## src/rtl/keccak_sponge_control.sv

```systemverilog
// Sequencer for one Keccak-200 sponge hash: absorbs message words, generates pad10*1
// padding, runs the external permutation core and streams digest lane indices out.
module keccak_sponge_control #(
    parameter int W          = 8,
    parameter int RATE_WORDS = 9,
    parameter int OUT_WORDS  = 16
) (
    input  logic         Clock,
    input  logic         Reset,
    input  logic         InValidxSI,
    input  logic         InLastxSI,
    input  logic [W-1:0] DataInxDI,
    output logic         InReadyxSO,
    output logic         AbsorbEnxSO,
    output logic [W-1:0] AbsorbWordxDO,
    output logic [4:0]   AbsorbIdxxDO,
    output logic         PermResetxSO,
    input  logic         PermReadyxSI,
    output logic         OutValidxSO,
    output logic [4:0]   OutIdxxDO,
    input  logic         OutReadyxSI,
    output logic         DonexSO,
    output logic [2:0]   StatexDO
);

    // Handshakes: a message word transfers on a rising edge where InValidxSI and
    // InReadyxSO are both 1; a digest word transfers where OutValidxSO and OutReadyxSI
    // are both 1. Valid never depends on ready on either side.

    typedef enum logic [2:0] {
        ST_ABSORB  = 3'd0,
        ST_PAD     = 3'd1,
        ST_PERM    = 3'd2,
        ST_SQUEEZE = 3'd3,
        ST_DONE    = 3'd4
    } state_e;

    localparam int OCW = (OUT_WORDS > 1) ? $clog2(OUT_WORDS) : 1;
    localparam logic [4:0]     LAST_WORD = 5'(RATE_WORDS - 1);
    localparam logic [OCW-1:0] LAST_OUT  = OCW'(OUT_WORDS - 1);

    state_e         state_q, state_d;
    logic [4:0]     word_cnt_q, word_cnt_d;
    logic [OCW-1:0] out_cnt_q, out_cnt_d;
    logic           pad_pending_q, pad_pending_d;
    logic           pad_first_q, pad_first_d;
    logic           final_q, final_d;

    logic           word_last;
    logic [W-1:0]   pad_word;

    assign word_last = (word_cnt_q == LAST_WORD);

    always_comb begin
        state_d       = state_q;
        word_cnt_d    = word_cnt_q;
        out_cnt_d     = out_cnt_q;
        pad_pending_d = pad_pending_q;
        pad_first_d   = pad_first_q;
        final_d       = final_q;
        case (state_q)
            ST_ABSORB: begin
                if (InValidxSI) begin
                    if (word_last) begin
                        // A last word filling the block leaves a whole padding block to do.
                        state_d       = ST_PERM;
                        word_cnt_d    = '0;
                        pad_pending_d = InLastxSI;
                    end else begin
                        word_cnt_d = word_cnt_q + 5'd1;
                        if (InLastxSI) begin
                            state_d     = ST_PAD;
                            pad_first_d = 1'b1;
                        end
                    end
                end
            end
            ST_PAD: begin
                pad_first_d = 1'b0;
                if (word_last) begin
                    state_d       = ST_PERM;
                    word_cnt_d    = '0;
                    final_d       = 1'b1;
                    pad_pending_d = 1'b0;
                end else begin
                    word_cnt_d = word_cnt_q + 5'd1;
                end
            end
            ST_PERM: begin
                if (PermReadyxSI) begin
                    if (final_q) begin
                        state_d = ST_SQUEEZE;
                    end else if (pad_pending_q) begin
                        state_d     = ST_PAD;
                        word_cnt_d  = '0;
                        pad_first_d = 1'b1;
                    end else begin
                        state_d = ST_ABSORB;
                    end
                end
            end
            ST_SQUEEZE: begin
                if (OutReadyxSI) begin
                    if (out_cnt_q == LAST_OUT) begin
                        state_d = ST_DONE;
                    end else begin
                        out_cnt_d = out_cnt_q + 1'b1;
                        if (word_last) begin
                            state_d    = ST_PERM;
                            word_cnt_d = '0;
                        end else begin
                            word_cnt_d = word_cnt_q + 5'd1;
                        end
                    end
                end
            end
            ST_DONE: begin
                state_d = ST_DONE;
            end
            default: begin
                state_d = ST_ABSORB;
            end
        endcase
    end

    always_ff @(posedge Clock) begin
        if (Reset) begin
            state_q       <= ST_ABSORB;
            word_cnt_q    <= '0;
            out_cnt_q     <= '0;
            pad_pending_q <= 1'b0;
            pad_first_q   <= 1'b0;
            final_q       <= 1'b0;
        end else begin
            state_q       <= state_d;
            word_cnt_q    <= word_cnt_d;
            out_cnt_q     <= out_cnt_d;
            pad_pending_q <= pad_pending_d;
            pad_first_q   <= pad_first_d;
            final_q       <= final_d;
        end
    end

    // pad10*1: leading 1 in bit 0 of the first pad word, trailing 1 in the MSB of the last lane.
    always_comb begin
        pad_word        = '0;
        pad_word[0]     = pad_first_q;
        pad_word[W-1]   = pad_word[W-1] | word_last;
    end

    always_comb begin
        InReadyxSO    = (state_q == ST_ABSORB);
        AbsorbEnxSO   = ((state_q == ST_ABSORB) && InValidxSI) || (state_q == ST_PAD);
        AbsorbWordxDO = (state_q == ST_PAD) ? pad_word : DataInxDI;
        AbsorbIdxxDO  = ((state_q == ST_ABSORB) || (state_q == ST_PAD)) ? word_cnt_q : 5'd0;
        PermResetxSO  = (state_q != ST_PERM);
        OutValidxSO   = (state_q == ST_SQUEEZE);
        OutIdxxDO     = (state_q == ST_SQUEEZE) ? word_cnt_q : 5'd0;
        DonexSO       = (state_q == ST_DONE);
        StatexDO      = state_q;
    end

endmodule

```

## config.mk

```make
export PLATFORM = sky130hd
export DESIGN_NAME = keccak_sponge_control
export DESIGN_NICKNAME = d
export VERILOG_FILES = /design/src/rtl/keccak_sponge_control.sv
export SDC_FILE = /design/constraint.sdc
export NUM_CORES = 1
export LEC_CHECK = 0
export ABC_AREA = 1
export CAP_MARGIN = 10
export CORE_ASPECT_RATIO = 1.5
export CORE_MARGIN = 10
export CORE_UTILIZATION = 47
export CTS_CLUSTER_SIZE = 12
export DETAILED_ROUTE_END_ITERATION = 6
export GPL_ROUTABILITY_DRIVEN = 0
export PLACE_DENSITY = 0.89
export RECOVER_POWER = 50
export SLEW_MARGIN = 20
export SYNTH_ARGS = -nofsm -noshare
export SYNTH_HDL_FRONTEND = slang
export SYNTH_SLANG_ARGS = --single-unit
export TNS_END_PERCENT = 20
```

## constraint.sdc

```tcl
create_clock -name Clock -period 1.86 [get_ports Clock]
set_input_delay 0.279 -clock Clock [delete_from_list [all_inputs] [get_ports Clock]]
set_output_delay 0.279 -clock Clock [all_outputs]
set_load 0.03 [all_outputs]
```

==> metrics.csv <==
stage,metric,value,unit
cells_and_area,syn_to_final_growth,38.94,%
clock_network,worstSkewPairLatency,280,ps
timing,fin_ws,136.1,ps
die,die-height,78.26,um
yosys,synth.net_count,192,
setup_path,crit_path_cell_trace,buf_4 > clkdlybuf4s50_1,
die,start_util,48.19,%
timing,period_share,92.68,%
clock_network,clkSlewWorstSetupHoldPaths,90,ps
die,coreArea,0.002207,mm^2
cells_and_area,fin_nets,239,
cells_and_area,drive_above_1_share,21.72,%
clock_network,cts_hold_buffers,0,
yosys,synthCells,175,
power_and_ir_drop,swShare,40.10,%
clock_network,cts_sinks,15,
global_routing,grt_use_total,12.37,%
detailed_routing,routedWlPerCell,11.84,um
power_and_ir_drop,p_int,0.5889,mW
die,row_count,21,
detailed_routing,wl,2889,um
timing,relSlewSlack,71.97,%
power_and_ir_drop,power.leakage,0.7346,nW
setup_path,endpoint_kind,output port,
job,maxCapViolations,0,
setup_path,cpPeakStageDelay,670,ps
global_routing,antenna_found_initial,0,
placed_design,port_buffers,39,
die,die-area,0.004605,mm^2
power_and_ir_drop,cellPowerDensity,665.3,mW/mm^2
power_and_ir_drop,power_frac_seq,38.1,%
power_and_ir_drop,combPwrFrac,43.1,%
detailed_routing,ant_nets,0,
timing,tightest_slew,416.0,ps
die,dieWidth,58.84,um
yosys,netlist_area,0.001064,mm^2
yosys,syn_area_per_cell,6.077,um^2
yosys,yosys_warnings,0,
setup_path,arrival,1440,ps
global_routing,overflow,0,
timing,hold_violations,0,
placed_design,hpwl,2389,um
detailed_routing,route.detailed.drc,0,
cells_and_area,utilization,66.95,%
clock_network,post_cts_buffers,0,
yosys,ys_seq_elements,15,
timing,drv_slew,0,
clock_network,htreeDepth,1,
cells_and_area,insertedDiodeCount,0,
setup_path,path_max_fanout,3,
timing,period_needed,1724,ps
detailed_routing,drt_iter0_drc,20,
power_and_ir_drop,power.net_switching,0.3942,mW
detailed_routing,vias,1198,
detailed_routing,drt_first_pass_iters,4,
timing,fmax,580.1,MHz
clock_network,clockBufferDepth,2,
clock_network,cts_inserted_buffers,3,
setup_path,crit_type,register to output port,
setup_path,crit_slowest_cell,clkdlybuf4s50_1,
run_status,run_status,"finished, final reports clean",
timing,whs,452.3,ps
power_and_ir_drop,peakVddDrop,0.4563,mV
power_and_ir_drop,pwr-share-clk,18.8,%
global_routing,grt_pass1_wl,4802,um
global_routing,grt_pass1_vias,1140,
detailed_routing,vias_per_cell,4.910,
timing,finalSetupViolations,0,
setup_path,cp-start-kind,register,
yosys,synthDistinctLibCells,21,
timing,fin_skew,2.484,ps
die,io_pins,40,
yosys,yosysSeqAreaShare,28.24,%
timing,rsz0062_at_grt,no,
timing,finalSetupTns,0,ps
clock_network,root_buffer,clkbuf_4,
setup_path,worst-endpoint-required,1580,ps
worst_hold_path,hp-class,register to register,
placed_design,place_ws,244.2,ps
global_routing,grt_start_max_net_pins,11,
clock_network,cts_tree,yes,
## Yosys cell counts
cell type	count	area share [%]
a21oi_1	14	6.6
a21oi_2	2	1.6
buf_4	1	0.71
clkbuf_1	1	0.35
clkinv_1	1	0.35
dfxtp_1	15	28
ha_1	3	3.5
inv_1	23	8.1
inv_2	2	0.71
nand2_1	39	14
nand2_2	3	1.8
nand3_1	12	5.6
nand3_2	3	2.8
nand4_1	1	0.59
nor2_1	37	13
nor2_2	2	1.2
nor2_4	4	4.2
nor3_1	2	0.94
o21ai_0	3	1.4
o21ai_1	4	1.9
xor2_1	3	2.5
## power groups by stage
stage | Clock, mW | Combinational, mW | Sequential [mW]
2_1_floorplan | 0 | 0.279 | 0.382
3_3_place_gp | 0 | 0.423 | 0.379
3_5_place_dp | 0 | 0.426 | 0.380
4_1_cts | 0.191 | 0.430 | 0.373
5_1_grt | 0.213 | 0.468 | 0.381
6_report | 0.185 | 0.423 | 0.375
## routing by layer
layer | GRT usage (%) | vias to the layer above | wire (um) | share of wire [%]
met5 | 0 | - | 0 | 0
met4 | 6.221 | 0 | 72 | 2.5
met3 | 2.738 | 7 | 206 | 7.1
met2 | 22.89 | 36 | 1508 | 52
met1 | 12.09 | 517 | 1102 | 38
li1 | - | 638 | - | -
## path summary, 6_finish.rpt
check / start / depth (start not counted) / slack, ps / to
max: StatexDO[2]$_SDFFE_PP0P_ / 2 / 140 / StatexDO[2]
min: pad_first_q$_SDFFE_PP0P_ / 2 / 450 / pad_first_q$_SDFFE_PP0P_
min reg2reg: pad_first_q$_SDFFE_PP0P_ / 2 / 450 / pad_first_q$_SDFFE_PP0P_
max reg2reg: out_cnt_q[0]$_SDFFE_PP0P_ / 6 / 270 / word_cnt_q[3]$_SDFFE_PP0P_
## layout make-up
cell class | count | area (um^2)
Multi-Input combinational cell | 132 | 654.4
Fill cell | 208 | 729.5
Clock inverter | 1 | 5.005
Sequential cell | 15 | 302.8
Timing Repair Buffer | 44 | 366.6
Tap cell | 23 | 28.78
Clock buffer | 3 | 22.52
Inverter | 26 | 97.59
## sequential cells by signal, indices dropped and copies added, names as in the netlist
signal / cells
final_q: 1
pad_pending_q: 1
out_cnt_q: 4
StatexDO: 3
word_cnt_q: 5
pad_first_q: 1
## cell families after synthesis
family	after synthesis	synth area share (%)
flops	15	28.24
xor+xnor	3	2.471
fa+ha+maj	3	3.530
compound gates	23	11.53
buf+inv	28	10.23
simple gates	103	44.00
## repair_timing
item | in CTS | in global routing
resized for setup | 4 | 5
pin swaps | 0 | 1
endpoints found under the setup margin | 4 | 7
## critical path: cells and delay by family, from the launching register on
| kind | cells | cell delay (ps) |
|---|---|---|
| buffers and inverters | 2 | 810 |
| flip-flops | 1 | 350 |
## metrics by stage
step                area (um^2)  instances  power (mW)
floorplan                  1064        175      0.6615
global placement           1459        240      0.8017
detailed placement         1459        240      0.8066
CTS                        1485        244      0.9945
global route               1478        244       1.061
finish                     1478        244      0.9831
## cell usage in the layout (no fill, tap or decap), drive strengths merged
master and n:
a21oi 16, buf 22, clkbuf 6, clkdlybuf4s50 16, clkinv 2, dfxtp 15
dlygate4sd2 3, ha 3, inv 25, nand2 42, nand3 15, nand4 1
nor2 43, nor3 2, o21ai 7, xor2 3
(Power assumes the default switching activity.)
